**config.mk**
```make
export PLATFORM = sky130hd
export DESIGN_NAME = lcd_spi_master
export DESIGN_NICKNAME = d
export VERILOG_FILES = /design/src/rtl/lcd_spi_master_pkg.sv /design/src/rtl/lcd_spi_fifo.sv /design/src/rtl/lcd_spi_master.sv
export SDC_FILE = /design/constraint.sdc
export NUM_CORES = 1
export LEC_CHECK = 0
export BUFFER_PORTS_ARGS = -buffer_cell sky130_fd_sc_hd__buf_4
export CAP_MARGIN = 20
export CORE_ASPECT_RATIO = 0.75
export CORE_MARGIN = 2
export CORE_UTILIZATION = 55
export CTS_CLUSTER_SIZE = 20
export DETAILED_ROUTE_END_ITERATION = 6
export PLACE_DENSITY = 0.72
export SLEW_MARGIN = 20
export SYNTH_ARGS = -nofsm -noshare
export SYNTH_HDL_FRONTEND = slang
export SYNTH_SLANG_ARGS = --single-unit
export TNS_END_PERCENT = 5
```
**constraint.sdc**
```tcl
create_clock -name clk_i -period 3.5 [get_ports clk_i]
set_clock_uncertainty 0.2 [all_clocks]
set_input_delay 0.175 -clock clk_i [delete_from_list [all_inputs] [get_ports clk_i]]
set_output_delay 0.175 -clock clk_i [all_outputs]
set_load 0.005 [all_outputs]
```
**src/rtl/lcd_spi_master_pkg.sv**
```systemverilog
`default_nettype none
// ============================================================================
// Module      : lcd_spi_master_pkg
// Description : Shared definitions for the LCD SPI transmit engine: FSM state
//               encoding and default parameter values.
// Revision    : 1.0 - initial release
// ============================================================================
package lcd_spi_master_pkg;

    localparam int C_DEF_DATA_W     = 8;
    localparam int C_DEF_FIFO_DEPTH = 16;
    localparam int C_DEF_DIV_W      = 8;

    typedef enum logic [2:0] {
        ST_IDLE  = 3'd0,   // chip select high, waiting for a word
        ST_CSSU  = 3'd1,   // chip-select setup, first bit presented
        ST_SHIFT = 3'd2,   // serialising bit cells
        ST_LOAD  = 3'd3,   // one-cycle reload between back-to-back frames
        ST_CSHD  = 3'd4    // chip-select hold before release
    } state_e;

endpackage
`default_nettype wire

```
**src/rtl/lcd_spi_fifo.sv**
```systemverilog
`default_nettype none
// ============================================================================
// Module      : lcd_spi_fifo
// Description : Synchronous write FIFO with occupancy count. Pushes into a
//               full FIFO are refused even when a pop happens in the same
//               cycle; pops are ignored while empty.
// Ports       : clk_i, rst_ni (async, active-low)
//               push_i/wdata_i  - write side
//               pop_i/rdata_o   - read side (rdata_o is the head entry)
//               full_o          - FIFO full
//               level_o         - registered occupancy
// Revision    : 1.0 - initial release
// ============================================================================
module lcd_spi_fifo #(
    parameter int WIDTH = 9,
    parameter int DEPTH = 16,
    parameter int LVL_W = $clog2(DEPTH) + 1
) (
    input  logic             clk_i,
    input  logic             rst_ni,
    input  logic             push_i,
    input  logic [WIDTH-1:0] wdata_i,
    input  logic             pop_i,
    output logic [WIDTH-1:0] rdata_o,
    output logic             full_o,
    output logic [LVL_W-1:0] level_o
);

    localparam int PTR_W = $clog2(DEPTH);

    logic [WIDTH-1:0] mem_q [DEPTH];
    logic [PTR_W-1:0] wptr_q;
    logic [PTR_W-1:0] rptr_q;
    logic [LVL_W-1:0] count_q;
    logic             w_push;
    logic             w_pop;

    assign full_o  = (count_q == LVL_W'(DEPTH));
    assign w_push  = push_i && !full_o;
    assign w_pop   = pop_i && (count_q != '0);
    assign rdata_o = mem_q[rptr_q];
    assign level_o = count_q;

    always_ff @(posedge clk_i or negedge rst_ni) begin
        if (!rst_ni) begin
            wptr_q  <= '0;
            rptr_q  <= '0;
            count_q <= '0;
        end else begin
            if (w_push) wptr_q <= wptr_q + PTR_W'(1);
            if (w_pop)  rptr_q <= rptr_q + PTR_W'(1);
            case ({w_push, w_pop})
                2'b10:   count_q <= count_q + LVL_W'(1);
                2'b01:   count_q <= count_q - LVL_W'(1);
                default: count_q <= count_q;
            endcase
        end
    end

    // Storage needs no reset: pointers and count define what is valid.
    always_ff @(posedge clk_i) begin
        if (w_push) mem_q[wptr_q] <= wdata_i;
    end

endmodule
`default_nettype wire

```
**src/rtl/lcd_spi_master.sv**
```systemverilog
`default_nettype none
// ============================================================================
// Module      : lcd_spi_master
// Description : SPI transmit engine for the display path. Words {dc, data}
//               are queued in a write FIFO and serialised on sda_o/scl_o with
//               a runtime divider, CPOL/CPHA modes and selectable bit order.
//               Chip select is held low across back-to-back frames.
// Ports       : clk_i, rst_ni (async, active-low)
//               wvalid_i/wready_o/wdata_i/wdc_i - FIFO write interface
//               div_i, cpol_i, cpha_i, lsb_first_i - burst configuration
//               sda_o, scl_o, dc_o, cs_no - serial interface
//               busy_o, level_o - status
// Revision    : 1.0 - initial release
// ============================================================================
module lcd_spi_master
    import lcd_spi_master_pkg::*;
#(
    parameter int DATA_W     = C_DEF_DATA_W,
    parameter int FIFO_DEPTH = C_DEF_FIFO_DEPTH,
    parameter int DIV_W      = C_DEF_DIV_W,
    parameter int LVL_W      = $clog2(FIFO_DEPTH) + 1
) (
    input  logic              clk_i,
    input  logic              rst_ni,
    input  logic              wvalid_i,
    output logic              wready_o,
    input  logic [DATA_W-1:0] wdata_i,
    input  logic              wdc_i,
    input  logic [DIV_W-1:0]  div_i,
    input  logic              cpol_i,
    input  logic              cpha_i,
    input  logic              lsb_first_i,
    output logic              sda_o,
    output logic              scl_o,
    output logic              dc_o,
    output logic              cs_no,
    output logic              busy_o,
    output logic [LVL_W-1:0]  level_o
);

    localparam int CNT_W = DIV_W + 1;
    localparam int BIT_W = $clog2(DATA_W + 1);

    state_e              state_q, state_d;
    logic [CNT_W-1:0]    cnt_q, cnt_d;
    logic [BIT_W-1:0]    bit_q, bit_d;
    logic                half_q, half_d;
    logic [DATA_W-1:0]   shreg_q, shreg_d;
    logic                dc_q, dc_d;
    logic                cs_n_q, cs_n_d;
    logic                scl_q, scl_d;
    logic                sda_q, sda_d;
    logic                busy_q, busy_d;
    logic [DIV_W-1:0]    div_q, div_d;
    logic                cpol_q, cpol_d;
    logic                cpha_q, cpha_d;
    logic                lsb_q, lsb_d;

    logic                w_pop;
    logic                w_full;
    logic                w_push;
    logic                w_nonempty;
    logic                w_nonempty_next;
    logic [DATA_W:0]     w_head;
    logic [CNT_W-1:0]    w_reload;
    logic                w_scl_first;

    lcd_spi_fifo #(
        .WIDTH (DATA_W + 1),
        .DEPTH (FIFO_DEPTH),
        .LVL_W (LVL_W)
    ) u_fifo (
        .clk_i   (clk_i),
        .rst_ni  (rst_ni),
        .push_i  (wvalid_i),
        .wdata_i ({wdc_i, wdata_i}),
        .pop_i   (w_pop),
        .rdata_o (w_head),
        .full_o  (w_full),
        .level_o (level_o)
    );

    assign wready_o   = !w_full;
    assign w_push     = wvalid_i && !w_full;
    assign w_nonempty = (level_o != '0);
    assign w_reload   = {1'b0, div_q};
    // SCL level during the first half of a bit cell: CPOL for CPHA=0,
    // the active level for CPHA=1.
    assign w_scl_first = cpol_q ^ cpha_q;

    always_comb begin
        state_d = state_q;
        cnt_d   = cnt_q;
        bit_d   = bit_q;
        half_d  = half_q;
        shreg_d = shreg_q;
        dc_d    = dc_q;
        cs_n_d  = cs_n_q;
        scl_d   = scl_q;
        sda_d   = sda_q;
        div_d   = div_q;
        cpol_d  = cpol_q;
        cpha_d  = cpha_q;
        lsb_d   = lsb_q;
        w_pop   = 1'b0;

        case (state_q)
            ST_IDLE: begin
                cs_n_d = 1'b1;
                scl_d  = cpol_i;
                sda_d  = 1'b0;
                if (w_nonempty) begin
                    w_pop   = 1'b1;
                    shreg_d = w_head[DATA_W-1:0];
                    dc_d    = w_head[DATA_W];
                    div_d   = div_i;
                    cpol_d  = cpol_i;
                    cpha_d  = cpha_i;
                    lsb_d   = lsb_first_i;
                    cs_n_d  = 1'b0;
                    sda_d   = lsb_first_i ? w_head[0] : w_head[DATA_W-1];
                    cnt_d   = {1'b0, div_i};
                    state_d = ST_CSSU;
                end
            end
            ST_CSSU: begin
                if (cnt_q != '0) begin
                    cnt_d = cnt_q - CNT_W'(1);
                end else begin
                    cnt_d   = w_reload;
                    bit_d   = '0;
                    half_d  = 1'b0;
                    scl_d   = w_scl_first;
                    state_d = ST_SHIFT;
                end
            end
            ST_SHIFT: begin
                if (cnt_q != '0) begin
                    cnt_d = cnt_q - CNT_W'(1);
                end else if (!half_q) begin
                    cnt_d  = w_reload;
                    half_d = 1'b1;
                    scl_d  = !w_scl_first;
                end else if (bit_q != BIT_W'(DATA_W - 1)) begin
                    cnt_d   = w_reload;
                    half_d  = 1'b0;
                    bit_d   = bit_q + BIT_W'(1);
                    scl_d   = w_scl_first;
                    shreg_d = lsb_q ? (shreg_q >> 1) : (shreg_q << 1);
                    sda_d   = lsb_q ? shreg_q[1] : shreg_q[DATA_W-2];
                end else if (w_nonempty) begin
                    // Back-to-back frame: reload without releasing CS.
                    w_pop   = 1'b1;
                    shreg_d = w_head[DATA_W-1:0];
                    dc_d    = w_head[DATA_W];
                    sda_d   = lsb_q ? w_head[0] : w_head[DATA_W-1];
                    scl_d   = cpol_q;
                    state_d = ST_LOAD;
                end else begin
                    cnt_d   = w_reload;
                    scl_d   = cpol_q;
                    state_d = ST_CSHD;
                end
            end
            ST_LOAD: begin
                cnt_d   = w_reload;
                bit_d   = '0;
                half_d  = 1'b0;
                scl_d   = w_scl_first;
                state_d = ST_SHIFT;
            end
            ST_CSHD: begin
                if (cnt_q != '0) begin
                    cnt_d = cnt_q - CNT_W'(1);
                end else begin
                    cs_n_d  = 1'b1;
                    scl_d   = cpol_i;
                    state_d = ST_IDLE;
                end
            end
            default: begin
                state_d = ST_IDLE;
            end
        endcase

        // Occupancy after this cycle's push/pop decides the next busy value.
        w_nonempty_next = w_push || (level_o > LVL_W'(1)) ||
                          ((level_o == LVL_W'(1)) && !w_pop);
        busy_d = w_nonempty_next || !cs_n_d;
    end

    always_ff @(posedge clk_i or negedge rst_ni) begin
        if (!rst_ni) begin
            state_q <= ST_IDLE;
            cnt_q   <= '0;
            bit_q   <= '0;
            half_q  <= 1'b0;
            shreg_q <= '0;
            dc_q    <= 1'b0;
            cs_n_q  <= 1'b1;
            scl_q   <= 1'b1;
            sda_q   <= 1'b0;
            busy_q  <= 1'b0;
            div_q   <= '0;
            cpol_q  <= 1'b1;
            cpha_q  <= 1'b0;
            lsb_q   <= 1'b0;
        end else begin
            state_q <= state_d;
            cnt_q   <= cnt_d;
            bit_q   <= bit_d;
            half_q  <= half_d;
            shreg_q <= shreg_d;
            dc_q    <= dc_d;
            cs_n_q  <= cs_n_d;
            scl_q   <= scl_d;
            sda_q   <= sda_d;
            busy_q  <= busy_d;
            div_q   <= div_d;
            cpol_q  <= cpol_d;
            cpha_q  <= cpha_d;
            lsb_q   <= lsb_d;
        end
    end

    assign sda_o  = sda_q;
    assign scl_o  = scl_q;
    assign dc_o   = dc_q;
    assign cs_no  = cs_n_q;
    assign busy_o = busy_q;

endmodule
`default_nettype wire

```
# Word-level counts from Yosys, hierarchy flattened
# Memory sizes are Yosys's and may differ from the RTL's.
# Cells that the tools add are included.
# word_totals
register_bits	54
mem_bits_rw	144
in_bits	23
elab_cells	134
mem_count	1
# mem_list
memory	words	width	read_ports	rd_clocked_by_memory_dff	write_ports	line	text
u_fifo.mem_q	16	9	1	0	1	lcd_spi_fifo.sv:31	logic [WIDTH-1:0] mem_q [DEPTH];
# op_classes
n_addsub	6
magnitude_cmp	1
n_eq_ne	19
mux	63
bitwise_logic	1
reduce_logical	26
# ops
op	count
$mux W9	7
$pmux W9 S5	1
$mux W8	5
$mux W1	29
$mux W3	7
$mux W4	4
$ne A2 B2 Y1 const B	8
$pmux W8 S2	1
$reduce_and A4 Y1	4
$pmux W3 S5	1
$add A4 B1 Y4 const B	3
$pmux W4 S3	1
$pmux W5 S2	1
$reduce_bool A5 Y1	2
$reduce_bool A9 Y1	1
$sub A9 B1 Y9 const B	1
$pmux W1 S2	4
$eq A3 B2 Y1 const B	2
$reduce_and A3 Y1	2
$reduce_and A6 Y1	1
$add A5 B1 Y5 const B	1
$eq A5 B1 Y1 const B	1
$eq A5 B5 Y1 const B	1
$gt A5 B1 Y1 const B	1
19 further kinds	27

# Depth between registers and ports, before layout
# Gate-level depths: netlist of run 1.
# logic_depth
ltp_word	10
ltp_mapped	11
depth_no_buf	10

# Cells and area by module
# Synthesis of run 1 repeated with hierarchy kept, for this count alone.
# hier_totals
hier_cells	630
area_unflattened_um2	9113.7
# by_module_without_submodules
module	instances	cells_each	area_per_inst_um2
lcd_spi_fifo	1	345	6424.9
lcd_spi_master	1	285	2688.8

# Worst setup path before layout of run 1
# No wires, ideal clock.
# synth_timing
kind	reg-to-reg
startpoint	register cnt_q[0]
endpoint	register u_fifo.count_q[2], in the netlist u_fifo.level_o[2]
t_arrival_ns	2.393
required_ns	3.175
path_slack_ns	0.782
stages_incl_launch_ff	10
synth_period_minus_slack_ns	2.718
path_cell_list	dfrtp_1 -> inv_1 -> ha_1 -> nor4b_4 -> nand3_2 -> a211oi_4 -> ha_1 -> mux2i_1 -> nor2_1 -> xor2_1
# synth_via
elab_chain_cells	6
# synth_rtl
element	line	text
start, declared	lcd_spi_master.sv:45	logic [CNT_W-1:0] cnt_q, cnt_d;
start signal, assigned	lcd_spi_master.sv:210	cnt_q <= cnt_d;
$reduce_bool A9 Y1 *	lcd_spi_master.sv:138	if (cnt_q != '0) begin
$mux W1 *	lcd_spi_master.sv:138	
$pmux W1 S2 *	lcd_spi_master.sv:107	case (state_q)
$logic_and A1 B1 Y1 *	lcd_spi_fifo.sv:40	assign w_pop = pop_i && (count_q != '0);
net u_fifo.w_pop	lcd_spi_fifo.sv:36	logic w_pop;
$eq A2 B1 Y1 or $eq A2 B2 Y1 (tied branches)	lcd_spi_fifo.sv:52	case ({w_push, w_pop})
$pmux W5 S2 or $reduce_bool A2 Y1 (tied branches)	n/a	
end signal, assigned	lcd_spi_fifo.sv:53	2'b10: count_q <= count_q + LVL_W'(1);
end signal, assigned	lcd_spi_fifo.sv:54	2'b01: count_q <= count_q - LVL_W'(1);
end signal, assigned	lcd_spi_fifo.sv:55	default: count_q <= count_q;
end, declared	lcd_spi_fifo.sv:34	logic [LVL_W-1:0] count_q;
# The timed path passes the listed nets; every way through them passes the cells marked *.
# A chain may end at the register's enable or synchronous reset.

# Worst setup path in the final report of run 1
# layout_timing
startpoint	register cnt_q[0]
endpoint	register u_fifo.count_q[3], in the netlist u_fifo.level_o[3]
# Same word-level chain as after synthesis.

==> results of run 1 <==
-- sequential cells by signal, summed over array words and instances (netlist names), 3 cells and up --
signal          count
bit_q               4
cnt_q               9
div_q               8
shreg_q             8
state_q             3
u_fifo.level_o      5
u_fifo.mem_q      144
u_fifo.rptr_q       4
u_fifo.wptr_q       4
-- synth_stat cells (4+ instances only) --
cell | instances | share of area [%]
nand2_1 | 30 | 1.3
nand2b_1 | 7 | 0.49
o21ai_0 | 20 | 1.1
nor2b_1 | 10 | 0.70
ha_1 | 12 | 1.7
nand3_1 | 13 | 0.73
a31oi_1 | 5 | 0.35
mux2_2 | 16 | 2.0
o21a_1 | 8 | 0.67
edfxtp_1 | 144 | 48
mux4_2 | 36 | 9.1
xnor2_1 | 11 | 1.1
dfrtp_1 | 51 | 14
clkbuf_1 | 14 | 0.59
a2bb2oi_1 | 6 | 0.59
a211oi_1 | 8 | 0.67
a221oi_1 | 8 | 0.79
nand4b_1 | 4 | 0.39
inv_1 | 15 | 0.63
xor2_1 | 6 | 0.59
nor2_1 | 37 | 1.6
nor3_1 | 13 | 0.73
a21oi_1 | 19 | 1.1
buf_2 | 6 | 0.34
o22ai_1 | 6 | 0.42
mux2i_1 | 14 | 1.6
buf_1 | 5 | 0.21
nand4_1 | 4 | 0.28
-- final cells by class --
class / count / share of cell area, %
clock inverters: 13 / 0.955
clock buffers: 19 / 4.24
well taps: 210 / 2.57
inverters: 15 / 0.551
repair buffers: 79 / 6.46
flip-flops and latches: 198 / 55.6
multi-input cells: 351 / 29.7
-- worst min path at each step --
stage | start | endpoint | slack [ps] | depth (start not counted)
floorplan | rst_ni | bit_q[0] | -320 | 0
global placement | rst_ni | u_fifo.level_o[1] | 60 | 1
detailed placement | rst_ni | u_fifo.level_o[1] | 70 | 1
CTS | rst_ni | u_fifo.wptr_q[0] | 160 | 2
global route | rst_ni | u_fifo.wptr_q[2] | 210 | 2
finish | rst_ni | div_q[1] | 140 | 2
-- what timing repair did --
item                                   in CTS  in global routing
setup buffers                               0                  0
hold buffers                               22                  0
endpoints found under the hold margin     211                  0
gates resized for setup                     0                  0
-- power by group through the flow --
| stage | clock network (mW) | registers, mW | logic (mW) |
|---|---|---|---|
| 3_5_place_dp | 0 | 3.55 | 2.84 |
| 5_1_grt | 1.91 | 3.58 | 3.14 |
| 6_report | 1.78 | 3.51 | 2.88 |
| 2_1_floorplan | 0 | 3.28 | 2.25 |
| 4_1_cts | 1.81 | 3.51 | 2.88 |
| 3_3_place_gp | 0 | 3.52 | 2.79 |
-- worst max-delay path, delay by kind of cell (launching register included) --
family          cells  cell delay [ps]
simple gates        4              950
fa+ha+maj           2              580
compound gates      2              530
flops               1              420
xor+xnor            1              150
buf+inv             1               70
-- logic make-up (layout without fill, tap and decap cells) --
logic type,Yosys count,in the layout,synth area share (%)
flops,198,198,63.7
mux,66,66,12.7
buf+inv,45,126,2.39
simple gates,148,148,9.06
fa+ha+maj,12,12,1.68
compound gates,108,108,8.83
xor+xnor,17,17,1.67
-- per-layer routing --
metal,up-vias,global-route usage (%),wire length [um]
met3,16,5.66,1490
met5,-,0,0
met4,0,6.17,167
met2,227,34.7,8740
met1,2793,37.8,9050
li1,2464,-,-
==> impl_metrics.yaml, run 1 <==
status:
  outcome: "finished clean"
yosys:
  synth_seq_cells: 198
  syn_nets: 629
  netlist_area_sq_mm: 0.00892
  avgSynthCellArea_sq_um: 15.0
  async_reset_ff_share_pct: 27.3
  postSynthCellCount: 594
  synth_cell_types: 74
  yosysSeqAreaShare_pct: 63.7
  yosys_warnings: 0
  synth_edf_count: 144
  yosys_most_used_dff: "edfxtp_1"
detailed_routing:
  drc: 0
  dr.pass1.iters: 5
  wl_per_cell_um: 22.0
  finalWirelength_um: 19400
  drtIter0Drc: 507
  drtAntennaViolNets: 0
  via_count: 5500
  avgViaCountPerCell: 6.21
timing:
  period_minus_slack_ps: 3030
  tns_ps: 0
  setup_ws_ps: 474
  slew_violations: 0
  worst_slew_pin_slew_ps: 860
  hold_viol_final: 0
  relSlewSlack_pct: 42.7
  max_freq_ghz: 0.330
  period_share_pct: 86.5
  finalSetupViolCount: 0
  hold_slack_ps: 136
  rsz0062_at_grt: "no"
global_routing:
  antenna_found_initial: 0
  grt_max_degree: 55
  grt_pass1_vias: 5376
  grt_pass1_wl_um: 30700
  grt-ovfl-total: 0
  grt_usage_pct: 24.2
power_and_ir_drop:
  internal_power_mw: 5.33
  p_leak_nw: 3.60
  p_sw_mw: 2.84
  p_clk_share_pct: 21.8
  power_mw: 8.17
  powerDensity_mw_per_mm2: 799
  seqPwrFrac_pct: 42.9
  p_sw_share_pct: 34.7
  ir_drop_mv: 0.474
  p_comb_share_pct: 35.3
final_layout:
  area_delta_synth_final_pct: 14.6
  n_antenna_cell: 0
  multi_input_area_sq_mm: 0.00303
  instances_no_fill: 885
  fin_nets: 697
  fin_area_sq_mm: 0.0102
  final_common_cell: "edfxtp_1"
  fillers: 1155
  regArea_sq_mm: 0.00568
  most-common-layout-cells: "edfxtp_1, buf_4, dfrtp_1"
  drive_above_1_share_pct: 24.1
  utilization_pct: 64.2
min_path:
  hp-class: "primary input to asynchronous set/reset pin"
worst_setup_path:
  r2r_end: "u_fifo.level_o[3]"
  cp-end-kind: "flop"
  crit_path_start: "cnt_q[0]"
  crit_type: "flop to flop"
  timing.rr.start: "cnt_q[0]"
  arrival_ps: 3120
  worstPathCellList: "inv_1 -> ha_1 -> nor4b_4 -> nand3_2 -> a211oi_4 -> ha_1 -> nor2_1 -> a21oi_1 -> nor2_1 -> xor2_1"
  worst-path-max-fanout: 8
  r2r_slack_ps: 470
  max_stage_delay_ps: 440
  required_ps: 3600
  cpMaxStageDelayCell: "nor4b_4"
  crit_path_end: "u_fifo.level_o[3]"
  critPathLaunchType: "flop"
  reg2reg_depth: 10
clocking:
  clock_latency_ps: 430
  root_buffer: "clkbuf_16"
  tritoncts: "done"
  clk_path_buf_depth: 2
  cts_max_level: 4
  clkSinkCount: 198
  clkSlewWorstSetupHoldPaths_ps: 70
  cts_made_buffers: 17
run:
  timing.max_cap.violations: 0
place:
  place_congestion: 0.874
  dp_slack_ps: 526
  place_inst: 831
  placed_area_sq_mm: 0.00947
  dpl.hpwl_um: 12900
  port_buffers: 33
floorplanning:
  die_height_um: 114
  ios: 34
  core-area_sq_mm: 0.0159
  dieArea_sq_mm: 0.0173
  start_util_pct: 56.0
  rows: 40
  die_x_um: 151
No activity file was read; power rests on OpenSTA's default activity.
==> inputs of run 2 (changes only) <==
--- a/config.mk
+++ b/config.mk
@@ -5,6 +5,7 @@
 export SDC_FILE = /design/constraint.sdc
 export NUM_CORES = 1
 export LEC_CHECK = 0
+export ABC_AREA = 1
 export BUFFER_PORTS_ARGS = -buffer_cell sky130_fd_sc_hd__buf_4
 export CAP_MARGIN = 20
 export CORE_ASPECT_RATIO = 0.75
@@ -12,6 +13,7 @@
 export CORE_UTILIZATION = 55
 export CTS_CLUSTER_SIZE = 20
 export DETAILED_ROUTE_END_ITERATION = 6
+export GPL_TIMING_DRIVEN = 0
 export PLACE_DENSITY = 0.72
 export SLEW_MARGIN = 20
 export SYNTH_ARGS = -nofsm -noshare
==> run 2 against run 1 <==
Net effect:
- non-clock buffer count rose by 13
- worst hold slack lost 1.2 ps
- largest power group is now combinational cells
- clock power rose by 16%
==> impl_metrics.yaml, run 2 <==
clocking:
  clkSlewWorstSetupHoldPaths_ps: 70
  cts_max_level: 4
  cts-hold-fix-buffers: 22
  post-cts-setup-buffers: 0
  cts_made_buffers: 17
  post_cts_resized: 0
  tritoncts: "done"
  root_buffer: "clkbuf_16"
  clk_path_buf_depth: 2
  clkSinkCount: 198
  clock_latency_ps: 430
global_routing:
  grt_usage_pct: 26.3
  grt_pass1_vias: 6379
  grt_max_degree: 55
  antenna_found_initial: 0
  grt_pass1_wl_um: 34800
  grt-ovfl-total: 0
run:
  timing.max_cap.violations: 0
floorplanning:
  core-area_sq_mm: 0.0161
  start_util_pct: 56.3
  dieArea_sq_mm: 0.0175
  rows: 40
  die_height_um: 115
  die_x_um: 152
  ios: 34
yosys:
  syn_nets: 921
  synth_area_leaders: "edfxtp_1, dfrtp_1, nand2_1"
  synth_edf_count: 144
  yosys_warnings: 0
  yosys_most_used_dff: "edfxtp_1"
  async_reset_ff_share_pct: 27.3
  synth_cell_types: 40
  netlist_top_cells_count: "nand2_1, edfxtp_1, nor2_1"
  netlist_area_sq_mm: 0.00905
  synth_top_area_share_pct: 47.8
  synth_largest_area_cell: "edfxtp_1"
  yosysSeqAreaShare_pct: 62.8
  yosysMostFrequentCell: "nand2_1"
  synth_seq_cells: 198
  avgSynthCellArea_sq_um: 10.2
  postSynthCellCount: 886
timing:
  max_freq_ghz: 0.337
  setup_ws_ps: 530
  worst_slew_pin_slew_ps: 1180
  hold_viol_final: 0
  period_minus_slack_ps: 2970
  relSlewSlack_pct: 21.2
  tns_ps: 0
  hold_slack_ps: 134
  rsz0062_at_grt: "no"
  slew_violations: 0
  finalSetupViolCount: 0
  period_share_pct: 84.9
final_layout:
  instances_no_fill: 1185
  area_delta_synth_final_pct: 15.2
  final_common_cell: "nand2_1"
  utilization_pct: 64.9
  n_antenna_cell: 0
  fillers: 1265
  multi_input_area_sq_mm: 0.00293
  regMostFlops: "u_fifo.mem_q"
  regArea_sq_mm: 0.00568
  reg.largest.list: "u_fifo.mem_q: 144 flops, cnt_q: 9 flops"
  largest_reg_flops: 144
  fin_nets: 997
  most-common-layout-cells: "nand2_1, edfxtp_1, nor2_1"
  drive_above_1_share_pct: 12.3
worst_setup_path:
  worstPathCellList: "inv_1 -> ha_1 -> nand3_2 -> buf_6 -> nand2_4 -> inv_4 -> nor2_4 -> inv_4 -> ha_1 -> nor2_1 -> o21ai_0 -> a21oi_1 -> xor2_1 -> inv_1"
  r2r_end: "u_fifo.level_o[4]"
  cpMaxStageDelayCell: "dfrtp_1"
  crit_type: "flop to flop"
  cp_num_buf_inv: 5
  arrival_ps: 3100
  max_stage_delay_ps: 450
  required_ps: 3630
  critPathLaunchType: "flop"
  reg2reg_depth: 14
  r2r_slack_ps: 530
  cp-end-kind: "flop"
  worst-path-max-fanout: 10
  timing.rr.start: "u_fifo.level_o[1]"
  cp_top_family: "simple AND/OR/NAND/NOR gates"
detailed_routing:
  drtAntennaViolNets: 0
  via_count: 6724
  drtIter0Drc: 752
  drc: 0
  finalWirelength_um: 22400
  dr.pass1.iters: 5
  avgViaCountPerCell: 5.67
  wl_per_cell_um: 18.9
min_path:
  hp-class: "primary input to asynchronous set/reset pin"
place:
  place_inst: 1129
  dpl.hpwl_um: 14900
  port_buffers: 33
  dp_slack_ps: 551
  place_congestion: 0.899
power_and_ir_drop:
  p_leak_nw: 4.13
  ir_drop_mv: 0.407
  powerDensity_mw_per_mm2: 874
status:
  outcome: "finished clean"
run 2: final cells by class:
| class | instances | area share, % |
|---|---|---|
| sequential | 198 | 54.5 |
| multi-input combinational | 586 | 28.1 |
| timing repair buffer | 57 | 4.63 |
| clock buffer | 20 | 4.19 |
| tap | 210 | 2.52 |
| inverter | 67 | 2.46 |
| buffer | 35 | 1.90 |
| clock inverter | 12 | 1.69 |
run 2: worst max path at each step:
| stage | slack, ps | cells after the start | endpoint | from |
|---|---|---|---|---|
| detailed placement | 550 | 7 | u_fifo.mem_q[11][5] | u_fifo.level_o[0] |
| floorplan | 1010 | 14 | u_fifo.level_o[4] | u_fifo.level_o[0] |
| global route | 350 | 16 | u_fifo.level_o[4] | u_fifo.level_o[1] |
| finish | 530 | 14 | u_fifo.level_o[4] | u_fifo.level_o[1] |
| CTS | 530 | 7 | u_fifo.mem_q[11][1] | u_fifo.level_o[0] |
| global placement | 560 | 7 | u_fifo.mem_q[8][5] | u_fifo.level_o[0] |
run 2: kinds of logic (layout without fill, tap and decap cells):
group                      Yosys count  in the layout  synth area share [%]
xor gates and xnor gates            18             18                  1.74
and+or+nand+nor                    388            388                  18.2
adders and majority gates           12             12                  1.66
DFF                                198            198                  62.8
AOI/OAI and AO/OA                  168            168                  10.6
buffers and inverters              102            191                  5.02
run 2: power breakdown:
group	total [mW]	internal (mW)	switching, mW
clock network	2.06	1.20	0.864
registers	3.31	3.01	0.302
logic	3.74	1.23	2.51
total	9.11	5.44	3.67
run 2: metal layers:
metal  share of wire, %  vias to the layer above  global-route usage (%)
met5                  0                        -                       0
met4                1.4                        0                    7.29
met3                9.1                       23                    5.77
met2                 43                      301                    37.4
met1                 47                     3220                    40.9
li1                   -                     3180                       -
run 2: stage by stage:
stage | area [sq um] | power (mW)
finish | 10400 | 9.11
CTS | 10400 | 9.04
floorplan | 9050 | 5.82
detailed placement | 9560 | 6.95
global placement | 9560 | 6.87
global route | 10400 | 9.68
